===== src/rtl/ysyx_bus_arb_if.sv =====
// Signal bundle between the arbiter, its two upstream masters (IFU, LSU) and the memory slave.
// The master modport is the arbiter's view; the slave modport is the surrounding system's view.
interface ysyx_bus_arb_if #(
    parameter int ADDR_W = 32,
    parameter int DATA_W = 32
);
    localparam int STRB_W = DATA_W / 8;

    logic [ADDR_W-1:0] ifu_araddr;
    logic              ifu_arvalid;
    logic [DATA_W-1:0] ifu_rdata;
    logic              ifu_rvalid;

    logic [ADDR_W-1:0] lsu_araddr;
    logic              lsu_arvalid;
    logic [DATA_W-1:0] lsu_rdata;
    logic              lsu_rvalid;
    logic [ADDR_W-1:0] lsu_awaddr;
    logic              lsu_awvalid;
    logic [DATA_W-1:0] lsu_wdata;
    logic [STRB_W-1:0] lsu_wstrb;
    logic              lsu_bvalid;

    logic [ADDR_W-1:0] m_araddr;
    logic              m_arvalid;
    logic              m_arready;
    logic [DATA_W-1:0] m_rdata;
    logic              m_rvalid;
    logic              m_rready;
    logic [ADDR_W-1:0] m_awaddr;
    logic              m_awvalid;
    logic              m_awready;
    logic [DATA_W-1:0] m_wdata;
    logic [STRB_W-1:0] m_wstrb;
    logic              m_wvalid;
    logic              m_wready;
    logic              m_bvalid;
    logic              m_bready;

    logic [1:0]        gnt;

    modport master (
        input  ifu_araddr, ifu_arvalid,
        output ifu_rdata, ifu_rvalid,
        input  lsu_araddr, lsu_arvalid, lsu_awaddr, lsu_awvalid, lsu_wdata, lsu_wstrb,
        output lsu_rdata, lsu_rvalid, lsu_bvalid,
        output m_araddr, m_arvalid, m_rready, m_awaddr, m_awvalid,
        output m_wdata, m_wstrb, m_wvalid, m_bready,
        input  m_arready, m_rdata, m_rvalid, m_awready, m_wready, m_bvalid,
        output gnt
    );

    modport slave (
        output ifu_araddr, ifu_arvalid,
        input  ifu_rdata, ifu_rvalid,
        output lsu_araddr, lsu_arvalid, lsu_awaddr, lsu_awvalid, lsu_wdata, lsu_wstrb,
        input  lsu_rdata, lsu_rvalid, lsu_bvalid,
        input  m_araddr, m_arvalid, m_rready, m_awaddr, m_awvalid,
        input  m_wdata, m_wstrb, m_wvalid, m_bready,
        output m_arready, m_rdata, m_rvalid, m_awready, m_wready, m_bvalid,
        input  gnt
    );
endinterface


===== src/rtl/ysyx_bus_arb.sv =====
// Round-robin arbiter putting one IFU or LSU transaction at a time onto an AXI-lite-style slave.
// Addresses and write data are latched at grant, so slave-side fields stay stable while valid.
module ysyx_bus_arb #(
    parameter int ADDR_W = 32,
    parameter int DATA_W = 32
) (
    input logic            clk,
    input logic            rst,
    ysyx_bus_arb_if.master bus
);
    localparam int STRB_W = DATA_W / 8;

    typedef enum logic [2:0] {
        S_IDLE,
        S_AR,
        S_R,
        S_WA,
        S_B
    } state_e;

    state_e            state_q, state_d;
    logic [ADDR_W-1:0] addr_q, addr_d;
    logic [DATA_W-1:0] wdata_q, wdata_d;
    logic [STRB_W-1:0] wstrb_q, wstrb_d;
    logic [1:0]        gnt_q, gnt_d;
    logic              last_lsu_q, last_lsu_d;
    logic              aw_done_q, aw_done_d;
    logic              w_done_q, w_done_d;

    logic ifu_req, lsu_req, pick_lsu;

    assign ifu_req  = bus.ifu_arvalid;
    assign lsu_req  = bus.lsu_arvalid | bus.lsu_awvalid;
    // On a tie the master that did not win last time goes first.
    assign pick_lsu = lsu_req & (~ifu_req | ~last_lsu_q);

    always_ff @(posedge clk) begin
        if (rst) begin
            state_q    <= S_IDLE;
            addr_q     <= '0;
            wdata_q    <= '0;
            wstrb_q    <= '0;
            gnt_q      <= 2'b00;
            last_lsu_q <= 1'b1;
            aw_done_q  <= 1'b0;
            w_done_q   <= 1'b0;
        end else begin
            // NOTE: non-blocking so every register samples the pre-edge values of the others.
            state_q    <= state_d;
            addr_q     <= addr_d;
            wdata_q    <= wdata_d;
            wstrb_q    <= wstrb_d;
            gnt_q      <= gnt_d;
            last_lsu_q <= last_lsu_d;
            aw_done_q  <= aw_done_d;
            w_done_q   <= w_done_d;
        end
    end

    always_comb begin
        // NOTE: every _d starts as its _q, so no branch can leave a signal unassigned (no latch).
        state_d    = state_q;
        addr_d     = addr_q;
        wdata_d    = wdata_q;
        wstrb_d    = wstrb_q;
        gnt_d      = gnt_q;
        last_lsu_d = last_lsu_q;
        aw_done_d  = aw_done_q;
        w_done_d   = w_done_q;

        case (state_q)
            S_IDLE: begin
                if (ifu_req | lsu_req) begin
                    gnt_d      = pick_lsu ? 2'b10 : 2'b01;
                    last_lsu_d = pick_lsu;
                    wdata_d    = bus.lsu_wdata;
                    wstrb_d    = bus.lsu_wstrb;
                    aw_done_d  = 1'b0;
                    w_done_d   = 1'b0;
                    if (!pick_lsu) begin
                        addr_d  = bus.ifu_araddr;
                        state_d = S_AR;
                    end else if (bus.lsu_awvalid) begin
                        addr_d  = bus.lsu_awaddr;
                        state_d = S_WA;
                    end else begin
                        addr_d  = bus.lsu_araddr;
                        state_d = S_AR;
                    end
                end
            end
            S_AR: begin
                if (bus.m_arready) state_d = S_R;
            end
            S_R: begin
                if (bus.m_rvalid) begin
                    state_d = S_IDLE;
                    gnt_d   = 2'b00;
                end
            end
            S_WA: begin
                // Either handshake may land first; both count in the cycle they occur.
                aw_done_d = aw_done_q | bus.m_awready;
                w_done_d  = w_done_q | bus.m_wready;
                if (aw_done_d && w_done_d) state_d = S_B;
            end
            S_B: begin
                if (bus.m_bvalid) begin
                    state_d = S_IDLE;
                    gnt_d   = 2'b00;
                end
            end
            default: state_d = S_IDLE;
        endcase
    end

    assign bus.m_araddr  = addr_q;
    assign bus.m_awaddr  = addr_q;
    assign bus.m_wdata   = wdata_q;
    assign bus.m_wstrb   = wstrb_q;
    assign bus.m_arvalid = (state_q == S_AR);
    assign bus.m_rready  = (state_q == S_R);
    assign bus.m_awvalid = (state_q == S_WA) & ~aw_done_q;
    assign bus.m_wvalid  = (state_q == S_WA) & ~w_done_q;
    assign bus.m_bready  = (state_q == S_B);

    assign bus.ifu_rdata  = bus.m_rdata;
    assign bus.lsu_rdata  = bus.m_rdata;
    assign bus.ifu_rvalid = (state_q == S_R) & bus.m_rvalid & gnt_q[0];
    assign bus.lsu_rvalid = (state_q == S_R) & bus.m_rvalid & gnt_q[1];
    assign bus.lsu_bvalid = (state_q == S_B) & bus.m_bvalid;
    assign bus.gnt        = gnt_q;
endmodule

===== src/flat_wrapper.sv =====
// flat-port wrapper written by rule: the top's interface ports become plain ports
module ysyx_bus_arb_flat 
#(
    parameter int ADDR_W = 32,
    parameter int DATA_W = 32
)
  (clk, rst, bus_ifu_araddr, bus_ifu_arvalid, bus_ifu_rdata, bus_ifu_rvalid, bus_lsu_araddr, bus_lsu_arvalid, bus_lsu_awaddr, bus_lsu_awvalid, bus_lsu_wdata, bus_lsu_wstrb, bus_lsu_rdata, bus_lsu_rvalid, bus_lsu_bvalid, bus_m_araddr, bus_m_arvalid, bus_m_rready, bus_m_awaddr, bus_m_awvalid, bus_m_wdata, bus_m_wstrb, bus_m_wvalid, bus_m_bready, bus_m_arready, bus_m_rdata, bus_m_rvalid, bus_m_awready, bus_m_wready, bus_m_bvalid, bus_gnt);
  ysyx_bus_arb_if #(.ADDR_W(ADDR_W), .DATA_W(DATA_W)) bus_i ();
  input logic clk;
  input logic rst;
  input wire logic [$bits(bus_i.ifu_araddr)-1:0] bus_ifu_araddr;
  input wire logic [$bits(bus_i.ifu_arvalid)-1:0] bus_ifu_arvalid;
  output wire logic [$bits(bus_i.ifu_rdata)-1:0] bus_ifu_rdata;
  output wire logic [$bits(bus_i.ifu_rvalid)-1:0] bus_ifu_rvalid;
  input wire logic [$bits(bus_i.lsu_araddr)-1:0] bus_lsu_araddr;
  input wire logic [$bits(bus_i.lsu_arvalid)-1:0] bus_lsu_arvalid;
  input wire logic [$bits(bus_i.lsu_awaddr)-1:0] bus_lsu_awaddr;
  input wire logic [$bits(bus_i.lsu_awvalid)-1:0] bus_lsu_awvalid;
  input wire logic [$bits(bus_i.lsu_wdata)-1:0] bus_lsu_wdata;
  input wire logic [$bits(bus_i.lsu_wstrb)-1:0] bus_lsu_wstrb;
  output wire logic [$bits(bus_i.lsu_rdata)-1:0] bus_lsu_rdata;
  output wire logic [$bits(bus_i.lsu_rvalid)-1:0] bus_lsu_rvalid;
  output wire logic [$bits(bus_i.lsu_bvalid)-1:0] bus_lsu_bvalid;
  output wire logic [$bits(bus_i.m_araddr)-1:0] bus_m_araddr;
  output wire logic [$bits(bus_i.m_arvalid)-1:0] bus_m_arvalid;
  output wire logic [$bits(bus_i.m_rready)-1:0] bus_m_rready;
  output wire logic [$bits(bus_i.m_awaddr)-1:0] bus_m_awaddr;
  output wire logic [$bits(bus_i.m_awvalid)-1:0] bus_m_awvalid;
  output wire logic [$bits(bus_i.m_wdata)-1:0] bus_m_wdata;
  output wire logic [$bits(bus_i.m_wstrb)-1:0] bus_m_wstrb;
  output wire logic [$bits(bus_i.m_wvalid)-1:0] bus_m_wvalid;
  output wire logic [$bits(bus_i.m_bready)-1:0] bus_m_bready;
  input wire logic [$bits(bus_i.m_arready)-1:0] bus_m_arready;
  input wire logic [$bits(bus_i.m_rdata)-1:0] bus_m_rdata;
  input wire logic [$bits(bus_i.m_rvalid)-1:0] bus_m_rvalid;
  input wire logic [$bits(bus_i.m_awready)-1:0] bus_m_awready;
  input wire logic [$bits(bus_i.m_wready)-1:0] bus_m_wready;
  input wire logic [$bits(bus_i.m_bvalid)-1:0] bus_m_bvalid;
  output wire logic [$bits(bus_i.gnt)-1:0] bus_gnt;
  assign bus_i.ifu_araddr = bus_ifu_araddr;
  assign bus_i.ifu_arvalid = bus_ifu_arvalid;
  assign bus_ifu_rdata = bus_i.ifu_rdata;
  assign bus_ifu_rvalid = bus_i.ifu_rvalid;
  assign bus_i.lsu_araddr = bus_lsu_araddr;
  assign bus_i.lsu_arvalid = bus_lsu_arvalid;
  assign bus_i.lsu_awaddr = bus_lsu_awaddr;
  assign bus_i.lsu_awvalid = bus_lsu_awvalid;
  assign bus_i.lsu_wdata = bus_lsu_wdata;
  assign bus_i.lsu_wstrb = bus_lsu_wstrb;
  assign bus_lsu_rdata = bus_i.lsu_rdata;
  assign bus_lsu_rvalid = bus_i.lsu_rvalid;
  assign bus_lsu_bvalid = bus_i.lsu_bvalid;
  assign bus_m_araddr = bus_i.m_araddr;
  assign bus_m_arvalid = bus_i.m_arvalid;
  assign bus_m_rready = bus_i.m_rready;
  assign bus_m_awaddr = bus_i.m_awaddr;
  assign bus_m_awvalid = bus_i.m_awvalid;
  assign bus_m_wdata = bus_i.m_wdata;
  assign bus_m_wstrb = bus_i.m_wstrb;
  assign bus_m_wvalid = bus_i.m_wvalid;
  assign bus_m_bready = bus_i.m_bready;
  assign bus_i.m_arready = bus_m_arready;
  assign bus_i.m_rdata = bus_m_rdata;
  assign bus_i.m_rvalid = bus_m_rvalid;
  assign bus_i.m_awready = bus_m_awready;
  assign bus_i.m_wready = bus_m_wready;
  assign bus_i.m_bvalid = bus_m_bvalid;
  assign bus_gnt = bus_i.gnt;
  ysyx_bus_arb #(.ADDR_W(ADDR_W), .DATA_W(DATA_W)) u_core (.clk(clk), .rst(rst), .bus(bus_i));
endmodule

===== config.mk =====
export PLATFORM = sky130hd
export DESIGN_NAME = ysyx_bus_arb_flat
export DESIGN_NICKNAME = d
export VERILOG_FILES = /design/src/rtl/ysyx_bus_arb_if.sv /design/src/rtl/ysyx_bus_arb.sv /design/src/flat_wrapper.sv
export SDC_FILE = /design/constraint.sdc
export NUM_CORES = 1
export LEC_CHECK = 0
export ABC_AREA = 1
export CAP_MARGIN = 20
export CELL_PAD_IN_SITES_DETAIL_PLACEMENT = 2
export CELL_PAD_IN_SITES_GLOBAL_PLACEMENT = 2
export CORE_ASPECT_RATIO = 1.2
export CORE_UTILIZATION = 15
export DETAILED_ROUTE_END_ITERATION = 16
export GPL_TIMING_DRIVEN = 0
export HOLD_SLACK_MARGIN = 0.02
export MAX_ROUTING_LAYER = met4
export PLACE_DENSITY = 0.79
export SLEW_MARGIN = 25
export SYNTH_ARGS = -nofsm -noshare
export SYNTH_HDL_FRONTEND = slang
export SYNTH_SLANG_ARGS = --single-unit

===== constraint.sdc =====
create_clock -name clk -period 1.2 [get_ports clk]
set_input_delay 0.24 -clock clk [delete_from_list [all_inputs] [get_ports clk]]
set_output_delay 0.24 -clock clk [all_outputs]
set_load 0.02 [all_outputs]

==> metrics.cfg <==
[routing]
drt-wirelength-per-cell_um=16.9
drtIter0Drc=116
antenna_left=0
wl_um=22800
firstDrtPassIters=4
vias=5370
viasPerCell=3.98
remaining_drc_errors=0

[critical_path]
path_cells=inv_4 > nor3_4 > nand2_4 > nor2_4 > buf_6
crit_type=reg -> out
cpMaxStageDelayCell=dfxtp_4
r2r_slack_ps=-300
start_kind=register
rr_startpoint=u_core.state_q[1]
slowest_delay_ps=380
worstPathMaxFanout=4
required_ps=960
reg2regPathDepth=8
crit_buf_inv=2
critical_path.top_delay_family=simple AND/OR/NAND/NOR gates
regToRegEndpoint=u_core.bus.m_araddr[10]
endpoint_kind=output pin
cp.arrival_ps=1300

[run_status]
status=finished, violations left
violations=setup timing

[power]
power.total_mw=20.4
p_leak_nw=3.89
ir_drop_mv=0.683
combPwrFrac=0.613
p_int_mw=11.8
clkPwrFrac=0.162
p_per_area_mw_per_mm2=2290
swShare=0.421
p_switching_mw=8.60
p_seq_frac=0.225

[min_path]
hold_path.class=in -> reg
min_from=bus_lsu_awvalid
whs_path_depth=5
worstHoldEndpoint=u_core.bus.m_araddr[30]

[finish]
mostFrequentLayoutCell=clkdlybuf4s50_1
drive_gt1_frac=0.435
syn_to_final_growth_pct=99.1
fin_nets=1125
fin_cells=1348
final_cell_mix=clkdlybuf4s50_1 (200), buf_4 (120), nor2_1 (101)

[yosys]
syn_nets=769
synth_area_leaders=dfxtp_1 (34%), buf_4 (17%), nor2_1 (9.5%)
yosysSeqAreaShare=0.339
yosysTopAreaCellShare=0.339
netlist_area_mm2=0.00449
ys_ff_latch=76
synth_largest_area_cell=dfxtp_1
synth_warnings=0
ys_types=26
avgSynthCellArea_um2=7.54
netlist_instances=595

[place]
gp_congestion=0.789
port_buffers=314
dp_cells=1299
preCtsSetupSlack_ps=-998
hpwl_um=17700

[die]
start_util=0.152
placementRows=69
die_area_mm2=0.0306
chipHeight_um=191
die_w_um=160
design.portCount=348
coreArea_mm2=0.0295

[grt]
antenna_found_initial=2
grt.overflow.total=0
grt_max_degree=14
grt_pass1_wl_um=33700
grt_use_total=0.149
grt_pass1_vias=6085

[clock_network]
clk_latency_ps=340
holdBufCountCts=0
cts_max_level=3
path_clk_slew_ps=70
cts_tree=done
clock-root-buffer=clkbuf_16
cts.sinks=76
cts_made_buffers=9
cts_buffer_depth=2

[sta]
clock-skew-final_ps=7.00
tightest_slew_ps=562
rsz0062_at_grt=true
slew_headroom=0.625
finalSetupViolCount=81
fin_crit_ps=1540
setup_ws_ps=-342
hold_viol_final=0
fin_crit_sh=1.29
slew_violations=0
max_clock_freq_mhz=648

[run]
maxCapViolations=0

==> synthesized netlist by cell type (all sizes together) <==
master,instances
a211oi,32
a21oi,38
buf,119
clkbuf,12
o21bai,1
nand2,97
nand3b,2
nor3,2
nand3,5
o21ai,68
inv,20
nor2,123
dfxtp,76
==> registers in the layout, indices dropped and copies added, names as in the netlist <==
signal               flops
u_core.last_lsu_q        1
u_core.w_done_q          1
u_core.aw_done_q         1
u_core.bus.m_wstrb       4
u_core.state_q           3
u_core.bus.gnt           2
u_core.bus.m_araddr     32
u_core.bus.m_wdata      32
==> worst max-delay path by stage <==
stage	from	endpoint	slack [ps]	cells after the start
after global placement	rst	u_core.bus.m_wdata[25]	-880	5
after CTS	u_core.state_q[1]	bus_lsu_rvalid	-390	5
after detailed placement	rst	u_core.bus.m_wdata[23]	-1000	5
final	u_core.state_q[1]	bus_lsu_rvalid	-340	5
after floorplan	u_core.state_q[0]	bus_m_awvalid	-50	4
after global routing	u_core.state_q[0]	bus_m_awvalid	-410	5
==> routing by layer <==
metal	routed length, µm	GRT usage	part of all wire
met3	1070	0.0200	0.047
met4	381	0.0513	0.017
met2	12600	0.291	0.55
met1	8760	0.152	0.38
met5	0	-	0
==> metrics by stage <==
stage          area, µm²  hold WS (ps)  setup TNS (ps)  utilization
5_1_grt             8930           421          -26590        0.302
2_1_floorplan       4520           309            -761            -
6_report            8930           404          -19040        0.302
3_5_place_dp        8150           474          -71710        0.276
4_1_cts             8840           389          -21980        0.300
3_3_place_gp        8150           463          -66690        0.276
==> cell type report <==
cell class,count,area (µm²)
antenna,2,5.00
buffer,127,1080
clock buffer,11,243
clock inverter,5,108
fill,3433,20600
inverter,20,101
multi-input combinational,369,2110
sequential,76,1580
tap,390,488
timing repair buffer,348,3220
==> kinds of logic after synthesis <==
group | count (synthesis) | synth area share
compound gates | 139 | 0.224
flops | 76 | 0.339
simple gates | 229 | 0.206
buf+inv | 151 | 0.231
==> timing repair <==
| item | in CTS | in global routing |
|---|---|---|
| cloned | 3 | 1 |
| buffers inserted | 27 | 4 |
| gates resized for setup | 640 | 54 |
| endpoints found under the setup margin | 187 | 104 |
| pin swaps | 7 | 6 |
==> power groups by stage <==
stage | sequential (mW) | clock (mW) | combinational [mW]
global route | 4.76 | 3.53 | 13.4
detailed placement | 4.54 | 0 | 11.2
CTS | 4.61 | 3.48 | 12.5
floorplan | 5.53 | 0 | 4.92
finish | 4.60 | 3.31 | 12.5
global placement | 4.47 | 0 | 10.9
==> worst min-delay path: stages <==
cell	delay [ps]
buf_6	130
nand2_1	70
a21oi_1	90
a211oi_2	130
nor2_1	50
(Power assumes the default switching activity.)
